## config.mk

```make
export PLATFORM = sky130hd
export DESIGN_NAME = ov7670_frame_buffer_ctrl
export DESIGN_NICKNAME = d
export VERILOG_FILES = /design/src/rtl/ov7670_fb_pkg.sv /design/src/rtl/ov7670_fb_watchdog.sv /design/src/rtl/ov7670_frame_buffer_ctrl.sv
export SDC_FILE = /design/constraint.sdc
export NUM_CORES = 1
export LEC_CHECK = 0
export CORE_UTILIZATION = 35
export CTS_BUF_LIST = sky130_fd_sc_hd__clkbuf_16
export CTS_CLUSTER_DIAMETER = 80
export CTS_CLUSTER_SIZE = 8
export DETAILED_ROUTE_END_ITERATION = 6
export DONT_BUFFER_PORTS = 1
export HOLD_SLACK_MARGIN = 0.1
export SLEW_MARGIN = 0
export SYNTH_ARGS = -nofsm -noshare
export SYNTH_HDL_FRONTEND = slang
export SYNTH_SLANG_ARGS = --single-unit
export TNS_END_PERCENT = 30
```

## constraint.sdc

```tcl
create_clock -name i_clk -period 1.75 [get_ports i_clk]
set_input_delay 0.175 -clock i_clk [delete_from_list [all_inputs] [get_ports i_clk]]
set_output_delay 0.175 -clock i_clk [all_outputs]
set_load 0.02 [all_outputs]
```

## src/rtl/ov7670_fb_pkg.sv

```systemverilog
// Shared state encodings and constants for the OV7670 ping-pong frame-buffer controller.
package ov7670_fb_pkg;

    typedef enum logic [2:0] {
        ST_IDLE     = 3'd0,
        ST_ARM      = 3'd1,
        ST_WAIT_SOF = 3'd2,
        ST_CAPTURE  = 3'd3,
        ST_PENDING  = 3'd4,
        ST_ERR      = 3'd5
    } fb_state_t;

    localparam int unsigned DEF_FRAME_TIMEOUT = 2_000_000;
    localparam int unsigned BANK_W            = 1;

    // States in which a stalled camera is being watched for.
    function automatic logic is_watched(input fb_state_t s);
        return (s == ST_WAIT_SOF) || (s == ST_CAPTURE);
    endfunction

endpackage

```

## src/rtl/ov7670_fb_watchdog.sv

```systemverilog
// Camera-stall watchdog: counts enabled cycles since the last clear and flags the final allowed cycle.
module ov7670_fb_watchdog
    import ov7670_fb_pkg::*;
#(
    parameter int unsigned FRAME_TIMEOUT = DEF_FRAME_TIMEOUT
) (
    input  logic i_clk,
    input  logic i_n_reset,
    input  logic i_clear,
    input  logic i_enable,
    output logic o_expired
);

    localparam int unsigned   CW   = (FRAME_TIMEOUT > 1) ? $clog2(FRAME_TIMEOUT) : 1;
    localparam logic [CW-1:0] LAST = CW'(FRAME_TIMEOUT - 1);
    localparam logic [CW-1:0] ONE  = CW'(1);

    logic [CW-1:0] r_count;

    // Cycle counter; holds at the last value so it can never wrap back to a safe count.
    always_ff @(posedge i_clk or negedge i_n_reset) begin
        if (!i_n_reset) begin
            r_count <= '0;
        end else if (i_clear) begin
            r_count <= '0;
        end else if (i_enable && (r_count != LAST)) begin
            r_count <= r_count + ONE;
        end else begin
            r_count <= r_count;
        end
    end

    assign o_expired = i_enable && (r_count == LAST);

endmodule

```

## src/rtl/ov7670_frame_buffer_ctrl.sv

```systemverilog
// Ping-pong frame-buffer controller: sequences camera captures, gates BRAM writes to whole
// frames and swaps the write/read banks only on a VGA frame boundary.
module ov7670_frame_buffer_ctrl
    import ov7670_fb_pkg::*;
#(
    parameter int unsigned FRAME_TIMEOUT = DEF_FRAME_TIMEOUT,
    parameter int unsigned CNT_W         = 16
) (
    input  logic             i_clk,
    input  logic             i_n_reset,
    input  logic             i_mode,
    input  logic             i_capture_req,
    input  logic             i_cam_frame_start,
    input  logic             i_cam_frame_end,
    input  logic             i_vga_frame_start,
    output logic             o_start_capture,
    output logic             o_wr_en,
    output logic             o_wr_bank,
    output logic             o_rd_bank,
    output logic             o_frame_ready,
    output logic             o_timeout,
    output logic [2:0]       o_state,
    output logic [CNT_W-1:0] o_frame_cnt
);

    localparam logic [CNT_W-1:0] CNT_ONE = CNT_W'(1);

    fb_state_t         r_state;
    fb_state_t         w_next;
    logic              w_swap;
    logic              w_wd_clear;
    logic              w_wd_enable;
    logic              w_wd_expired;
    logic [BANK_W-1:0] r_wr_bank;
    logic [BANK_W-1:0] r_rd_bank;
    logic [CNT_W-1:0]  r_frame_cnt;
    logic              r_start_capture;
    logic              r_wr_en;
    logic              r_frame_ready;
    logic              r_timeout;

    assign w_swap      = (r_state == ST_PENDING) && i_vga_frame_start;
    assign w_wd_enable = is_watched(r_state);
    // A repeated camera frame start mid-capture proves the camera is alive, so restart the count.
    assign w_wd_clear  = (w_next != r_state) || ((r_state == ST_CAPTURE) && i_cam_frame_start);

    ov7670_fb_watchdog #(
        .FRAME_TIMEOUT (FRAME_TIMEOUT)
    ) u_watchdog (
        .i_clk     (i_clk),
        .i_n_reset (i_n_reset),
        .i_clear   (w_wd_clear),
        .i_enable  (w_wd_enable),
        .o_expired (w_wd_expired)
    );

    // Next-state decode; frame_end takes priority over everything else seen in CAPTURE.
    always_comb begin
        w_next = r_state;
        case (r_state)
            ST_IDLE: begin
                if (!i_mode || i_capture_req) w_next = ST_ARM;
                else                          w_next = ST_IDLE;
            end
            ST_ARM: begin
                w_next = ST_WAIT_SOF;
            end
            ST_WAIT_SOF: begin
                if (i_cam_frame_start)  w_next = ST_CAPTURE;
                else if (w_wd_expired)  w_next = ST_ERR;
                else                    w_next = ST_WAIT_SOF;
            end
            ST_CAPTURE: begin
                if (i_cam_frame_end)         w_next = ST_PENDING;
                else if (i_cam_frame_start)  w_next = ST_CAPTURE;
                else if (w_wd_expired)       w_next = ST_ERR;
                else                         w_next = ST_CAPTURE;
            end
            ST_PENDING: begin
                if (i_vga_frame_start) w_next = ST_IDLE;
                else                   w_next = ST_PENDING;
            end
            ST_ERR: begin
                if (i_capture_req) w_next = ST_IDLE;
                else               w_next = ST_ERR;
            end
            default: begin
                w_next = ST_IDLE;
            end
        endcase
    end

    // State register with outputs decoded from the next state so each is a flop.
    always_ff @(posedge i_clk or negedge i_n_reset) begin
        if (!i_n_reset) begin
            r_state         <= ST_IDLE;
            r_start_capture <= 1'b0;
            r_wr_en         <= 1'b0;
            r_frame_ready   <= 1'b0;
            r_timeout       <= 1'b0;
        end else begin
            r_state         <= w_next;
            r_start_capture <= (w_next == ST_ARM);
            r_wr_en         <= (w_next == ST_CAPTURE);
            r_frame_ready   <= (w_next == ST_PENDING);
            r_timeout       <= (w_next == ST_ERR);
        end
    end

    // Bank assignment and completed-frame counter advance together on a swap.
    always_ff @(posedge i_clk or negedge i_n_reset) begin
        if (!i_n_reset) begin
            r_wr_bank   <= 1'b0;
            r_rd_bank   <= 1'b1;
            r_frame_cnt <= '0;
        end else if (w_swap) begin
            r_wr_bank   <= ~r_wr_bank;
            r_rd_bank   <= ~r_rd_bank;
            r_frame_cnt <= r_frame_cnt + CNT_ONE;
        end else begin
            r_wr_bank   <= r_wr_bank;
            r_rd_bank   <= r_rd_bank;
            r_frame_cnt <= r_frame_cnt;
        end
    end

    assign o_start_capture = r_start_capture;
    assign o_wr_en         = r_wr_en;
    assign o_wr_bank       = r_wr_bank;
    assign o_rd_bank       = r_rd_bank;
    assign o_frame_ready   = r_frame_ready;
    assign o_timeout       = r_timeout;
    assign o_state         = r_state;
    assign o_frame_cnt     = r_frame_cnt;

endmodule

```

Word-level counts from Yosys, hierarchy flattened
Index checks and enable logic that the tools add are counted.
- register bits after elaboration: 46
- input bits: 7
- $add $sub $neg: 2
- equality and inequality tests: 12
- multiplexer cells: 11
- bitwise operators: 2
- reductions and logical operators: 10
- operator list (operator ; number):
    2-to-1 mux 21 bit ; 2
    adder 21 x 1 -> 21 bit (second input constant) ; 1
    equality test 21 bit (second input constant) ; 1
    2-to-1 mux 3 bit ; 7
    inequality test 21 bit (second input constant) ; 1
    case mux 3 bit (6 select lines) ; 1
    adder 16 x 1 -> 16 bit (second input constant) ; 1
    equality test 3 bit (second input constant) ; 4
    equality test 3 x 2 -> 1 bit (second input constant) ; 3
    equality test 3 x 1 -> 1 bit (second input constant) ; 2
    logical AND 1 bit ; 4
    logical NOT 3 bit ; 1
    logical OR 1 bit ; 3
    inequality test 3 bit ; 1
    NOT 1 bit ; 2
    nonzero test 2 bit ; 1
    logical NOT 1 bit ; 1
    2-to-1 mux 1 bit ; 1

Longest topological paths before layout
- depth in word-level cells: 10
- gate-level depth with buffers: 7
- mapped depth without buffers: 6

Hierarchy
A second synthesis with hierarchy kept.
- cells, all modules: 228
- area, all modules: 2347.3 um^2
- modules (own cells, without submodules) (module ; times used ; cells an instance ; area an instance (um^2) ; sequential area each (um^2)):
    ov7670_frame_buffer_ctrl ; 1 ; 106 ; 1176.1 ; 626.9
    ov7670_fb_watchdog ; 1 ; 122 ; 1171.1 ; 525.5

Worst setup path after synthesis
OpenSTA, ideal clock, no wires.
- path kind: register -> register
- start: register r_state[1], in the netlist o_state[1]
- end: register u_watchdog.r_count[4]
- library setup time: 0.080 ns
- arrival time: 1.681 ns
- data required time: 1.670 ns
- slack: -0.011 ns
- stages on the path, launching flop included: 8
- buffers on the path: 2
- period minus slack after synthesis: 1.761 ns
- cell sequence: dfrtp_1 -> buf_4 -> mux2i_1 -> a221oi_1 -> a221o_1 -> a31o_2 -> buf_6 -> nor3b_2
- cells in the longest elaborated chain, start to end: 10
- elaborated cells between the ends (all ways): 20
- ends and longest elaborated chain (what ; RTL line ; text):
    start, declared ; ov7670_frame_buffer_ctrl.sv:28 ; fb_state_t r_state;
    start signal, assigned ; ov7670_frame_buffer_ctrl.sv:102 ; r_state <= w_next;
    equality test 3 x 2 -> 1 bit (on tied branches) ; ov7670_fb_pkg.sv:18, ov7670_frame_buffer_ctrl.sv:60, ov7670_frame_buffer_ctrl.sv:45 ;
    logical OR 1 bit ; ov7670_fb_pkg.sv:18 ; return (s == ST_WAIT_SOF) || (s == ST_CAPTURE);
    logical AND 1 bit ; ov7670_fb_watchdog.sv:33 ; assign o_expired = i_enable && (r_count == LAST);
    2-to-1 mux 3 bit ; ov7670_frame_buffer_ctrl.sv:76 ; else if (w_wd_expired) w_next = ST_ERR;
    2-to-1 mux 3 bit ; ov7670_frame_buffer_ctrl.sv:75 ; else if (i_cam_frame_start) w_next = ST_CAPTURE;
    2-to-1 mux 3 bit ; ov7670_frame_buffer_ctrl.sv:74 ; if (i_cam_frame_end) w_next = ST_PENDING;
    case mux 3 bit (6 select lines) ; ov7670_frame_buffer_ctrl.sv:60 ; case (r_state)
    inequality test 3 bit ; ov7670_frame_buffer_ctrl.sv:45 ; assign w_wd_clear = (w_next != r_state) || ((r_state == ST_CAPTURE) && i_cam_frame_start);
    logical OR 1 bit ; ov7670_frame_buffer_ctrl.sv:45 ;
    2-to-1 mux 21 bit or nonzero test 2 bit (tied branches) ; - ;
    end signal, assigned ; ov7670_fb_watchdog.sv:27 ; r_count <= r_count + ONE;
    end signal, assigned ; ov7670_fb_watchdog.sv:29 ; r_count <= r_count;
    end, declared ; ov7670_fb_watchdog.sv:18 ; logic [CW-1:0] r_count;
Parallel ways exist; a longest one is shown, timed or not.
A chain may end at the register's enable or synchronous reset.

Final worst setup path
- start: register r_state[0], in the netlist o_state[0]
- end: register u_watchdog.r_count[2]
The elaborated chain is that of the path after synthesis.

==> load_flow_metrics.sql <==
INSERT INTO impl_metrics (metric_group, metric, value, unit) VALUES
('run_status', 'outcome', 'complete, but fails checks', ''),
('run_status', 'failed_checks', 'negative setup slack', ''),
('sta', 'postLayoutSetupSlackWorst', '-0.0861', 'ns'),
('logic_synthesis', 'synth_commonest_cells', 'dfrtp_1, nor2_1, xnor2_1, xor2_1, nand2_1', ''),
('final_layout', 'final_net_count', '285', ''),
('logic_synthesis', 'synth_fa_ha_area_share', '1.07', '%'),
('clocking', 'ctsLongestPathBuffers', '2', ''),
('logic_synthesis', 'yosysMostFrequentCell', 'dfrtp_1', ''),
('power', 'p_leak', '1.39', 'nW'),
('logic_synthesis', 'main_combinational_cell_family_by_area_after_synthesis', 'simple AND/OR/NAND/NOR gates', ''),
('global_routing', 'initial_antenna_violation_count', '0', ''),
('worst_setup_path', 'worst_setup_path_end_kind', 'register', ''),
('power', 'power_density', '1160', 'mW/mm²'),
('clocking', 'cts_root_buf', 'clkbuf_16', ''),
('place', 'io_buffers', '0', ''),
('drt', 'routed-via-count', '1861', ''),
('final_layout', 'layout-drive-gt1-share', '35.0', '%'),
('logic_synthesis', 'syn-num-nets', '227', ''),
('logic_synthesis', 'async_flop_share', '100', '%'),
('global_routing', 'grt_first_pass_wirelength', '8760', 'µm'),
('worst_setup_path', 'critical_path_required', '1.95', 'ns'),
('clocking', 'htreeDepth', '2', ''),
('worst_setup_path', 'worstSetupPathType', 'reg2reg', ''),
('global_routing', 'number_of_global_route_vias_before_repair', '1902', ''),
('worst_hold_path', 'hold_path.class', 'in2reg', ''),
('worst_setup_path', 'critical_path_arrival', '2.03', 'ns'),
('place', 'dpl_worst_slack', '-0.190', 'ns'),
('drt', 'detail_route.drc_violations', '0', ''),
('die', 'fp.dieArea', '0.00699', 'mm²'),
('sta', 'clock-skew-final', '0.00551', 'ns'),
('flow_run', 'maxCapViolations', '0', ''),
('sta', 'hold_ws', '0.119', 'ns'),
('final_layout', 'largest_register_ffs', '21', ''),
('clocking', 'cts.clk_slew.worst_paths', '0.07', 'ns'),
('die', 'die_x', '83.6', 'µm'),
('die', 'initial_core_utilization', '36.5', '%'),
('logic_synthesis', 'synth-seq-area-share', '49.4', '%'),
('logic_synthesis', 'synthDominantAreaCellType', 'dfrtp_1', ''),
('logic_synthesis', 'synthesis.yosys.warnings', '0', ''),
('logic_synthesis', 'synthesized_area_fraction_occupied_by_xor_and_xnor_cells', '12.0', '%'),
('global_routing', 'global_route.usage.total', '15.3', '%'),
('sta', 'grt_setup_unrepaired', 'true', ''),
('sta', 'finalSetupViolations', '17', ''),
('final_layout', 'layout-area-overhead-vs-synth', '34.0', '%'),
('logic_synthesis', 'synth.avg_cell_area', '10.7', 'µm²'),
('worst_setup_path', 'critPathMaxFanout', '21', ''),
('sta', 'fmax', '545', 'MHz'),
('die', 'io_pins', '32', ''),
('logic_synthesis', 'biggest_area_contributors_in_the_synthesized_netlist', 'dfrtp_1, xnor2_1, xor2_1, nor2_1, nand4_1', ''),
('clocking', 'clk_sink_count', '46', ''),
('global_routing', 'grt_start_max_net_pins', '47', ''),
('drt', 'drt-pass1-iter-count', '4', ''),
('drt', 'number_of_routed_nets_with_antenna_violations', '0', ''),
('die', 'floorplan.die.height', '83.6', 'µm'),
('die', 'floorplan.core_area', '0.00639', 'mm²'),
('logic_synthesis', 'postSynthCellCount', '218', ''),
('place', 'post-dp-hpwl', '3570', 'µm'),
('drt', 'routed_vias_inst', '5.26', ''),
('logic_synthesis', 'netlist_area', '0.00233', 'mm²'),
('die', 'rows', '29', ''),
('sta', 'hold_violations', '0', ''),
('clocking', 'clock_insertion_delay_worst_skew', '0.28', 'ns'),
('drt', 'wire_per_inst', '14.8', 'µm'),
('worst_setup_path', 'timing.critical_path.from_type', 'register', ''),
('logic_synthesis', 'synth.mux.area_fraction', '1.77', '%'),
('drt', 'dr.first_iter.drc_count', '109', ''),
('logic_synthesis', 'synth_enable_flop_cells', '0', ''),
('logic_synthesis', 'post_synth_and_or_nand_nor_area_fraction', '27.4', '%'),
('final_layout', 'top_register', 'u_watchdog.r_count', ''),
('logic_synthesis', 'synth_cell_type_count', '48', ''),
('logic_synthesis', 'yosys_most_used_dff', 'dfrtp_1', '');
-- worst paths after layout --
| path | depth (start not counted) | to | slack [ns] | startpoint |
|---|---|---|---|---|
| setup / recovery | 6 | u_watchdog.r_count[2]$_DFFE_PN0P_ | -0.09 | o_state[0]$_DFF_PN0_ |
| hold / removal | 2 | o_start_capture$_DFF_PN0_ | 0.12 | i_mode |
| setup reg to reg | 6 | u_watchdog.r_count[2]$_DFFE_PN0P_ | -0.09 | o_state[0]$_DFF_PN0_ |
| hold reg to reg | 2 | u_watchdog.r_count[8]$_DFFE_PN0P_ | 0.57 | u_watchdog.r_count[8]$_DFFE_PN0P_ |
| max in group asynchronous | 2 | o_rd_bank$_DFFE_PN1P_ | 1.08 | i_n_reset |
| min in group asynchronous | 2 | o_frame_cnt[6]$_DFFE_PN0P_ | 0.40 | i_n_reset |
-- power by group --
group	leakage (nW)	internal [W]	switching, W
Clock	0.0664	0.000534	0.000418
Combinational	0.699	0.000640	0.000634
Sequential	0.627	0.00119	0.000212
-- placed cells by master (no fill, tap or decap), types with 5 or more instances in the layout --
cell	count
nand2_1	14
nand4_1	10
nor2_1	22
xor2_1	16
and3_1	7
nand3_1	9
clkbuf_16	5
dfrtp_1	44
xnor2_1	16
buf_4	51
-- cell type report --
| class | instances | area, µm² |
|---|---|---|
| Fill cell | 589 | 3260 |
| Multi-Input combinational cell | 162 | 1240 |
| Sequential cell | 46 | 1150 |
| Timing Repair Buffer | 56 | 463 |
| Clock buffer | 5 | 125 |
| Tap cell | 77 | 96.3 |
| Clock inverter | 3 | 23.8 |
| Inverter | 5 | 18.8 |
-- cell families after synthesis --
logic type,count (synthesis)
and+or+nand+nor,103
DFF,46
buffers and inverters,10
adders and majority gates,2
AOI/OAI and AO/OA,21
muxes,4
xor gates and xnor gates,32
-- critical path, stage by stage (launching register included) --
cell and delay [ns]:
dfrtp_1 0.43, mux2i_1 0.22, nand3b_1 0.14, a221o_1 0.39, a31o_4 0.23, buf_12 0.15
a311oi_2 0.18
-- repair_timing --
item                                    CTS  global route
endpoints found under the setup margin   27            32
endpoints found under the hold margin    46             0
hold buffers                              2             0
pin swaps                                 0             4
setup buffers                             2             1
gates resized for setup                  15            14
-- per-stage QoR --
stage	std cells	TNS [ns]	utilization (%)	total power, W	cell area [µm²]
after floorplan	218	-0.00155	-	0.00197	2330
after global placement	341	-1.82	43.7	0.00242	2790
after detailed placement	341	-0.750	43.7	0.00244	2790
after CTS	353	-0.0537	47.7	0.00352	3050
after global routing	354	-2.69	48.9	0.00381	3120
final	354	-0.211	48.9	0.00363	3120
-- layer usage --
| layer | vias up | GRT usage [%] | share of wire (%) |
|---|---|---|---|
| met5 | - | 0 | 0 |
| met1 | 919 | 19.8 | 48 |
| met2 | 42 | 25.1 | 48 |
| met4 | 0 | 4.16 | 0.17 |
| li1 | 898 | - | - |
| met3 | 2 | 4.06 | 3.3 |
Power figures use the tool's default switching activity.
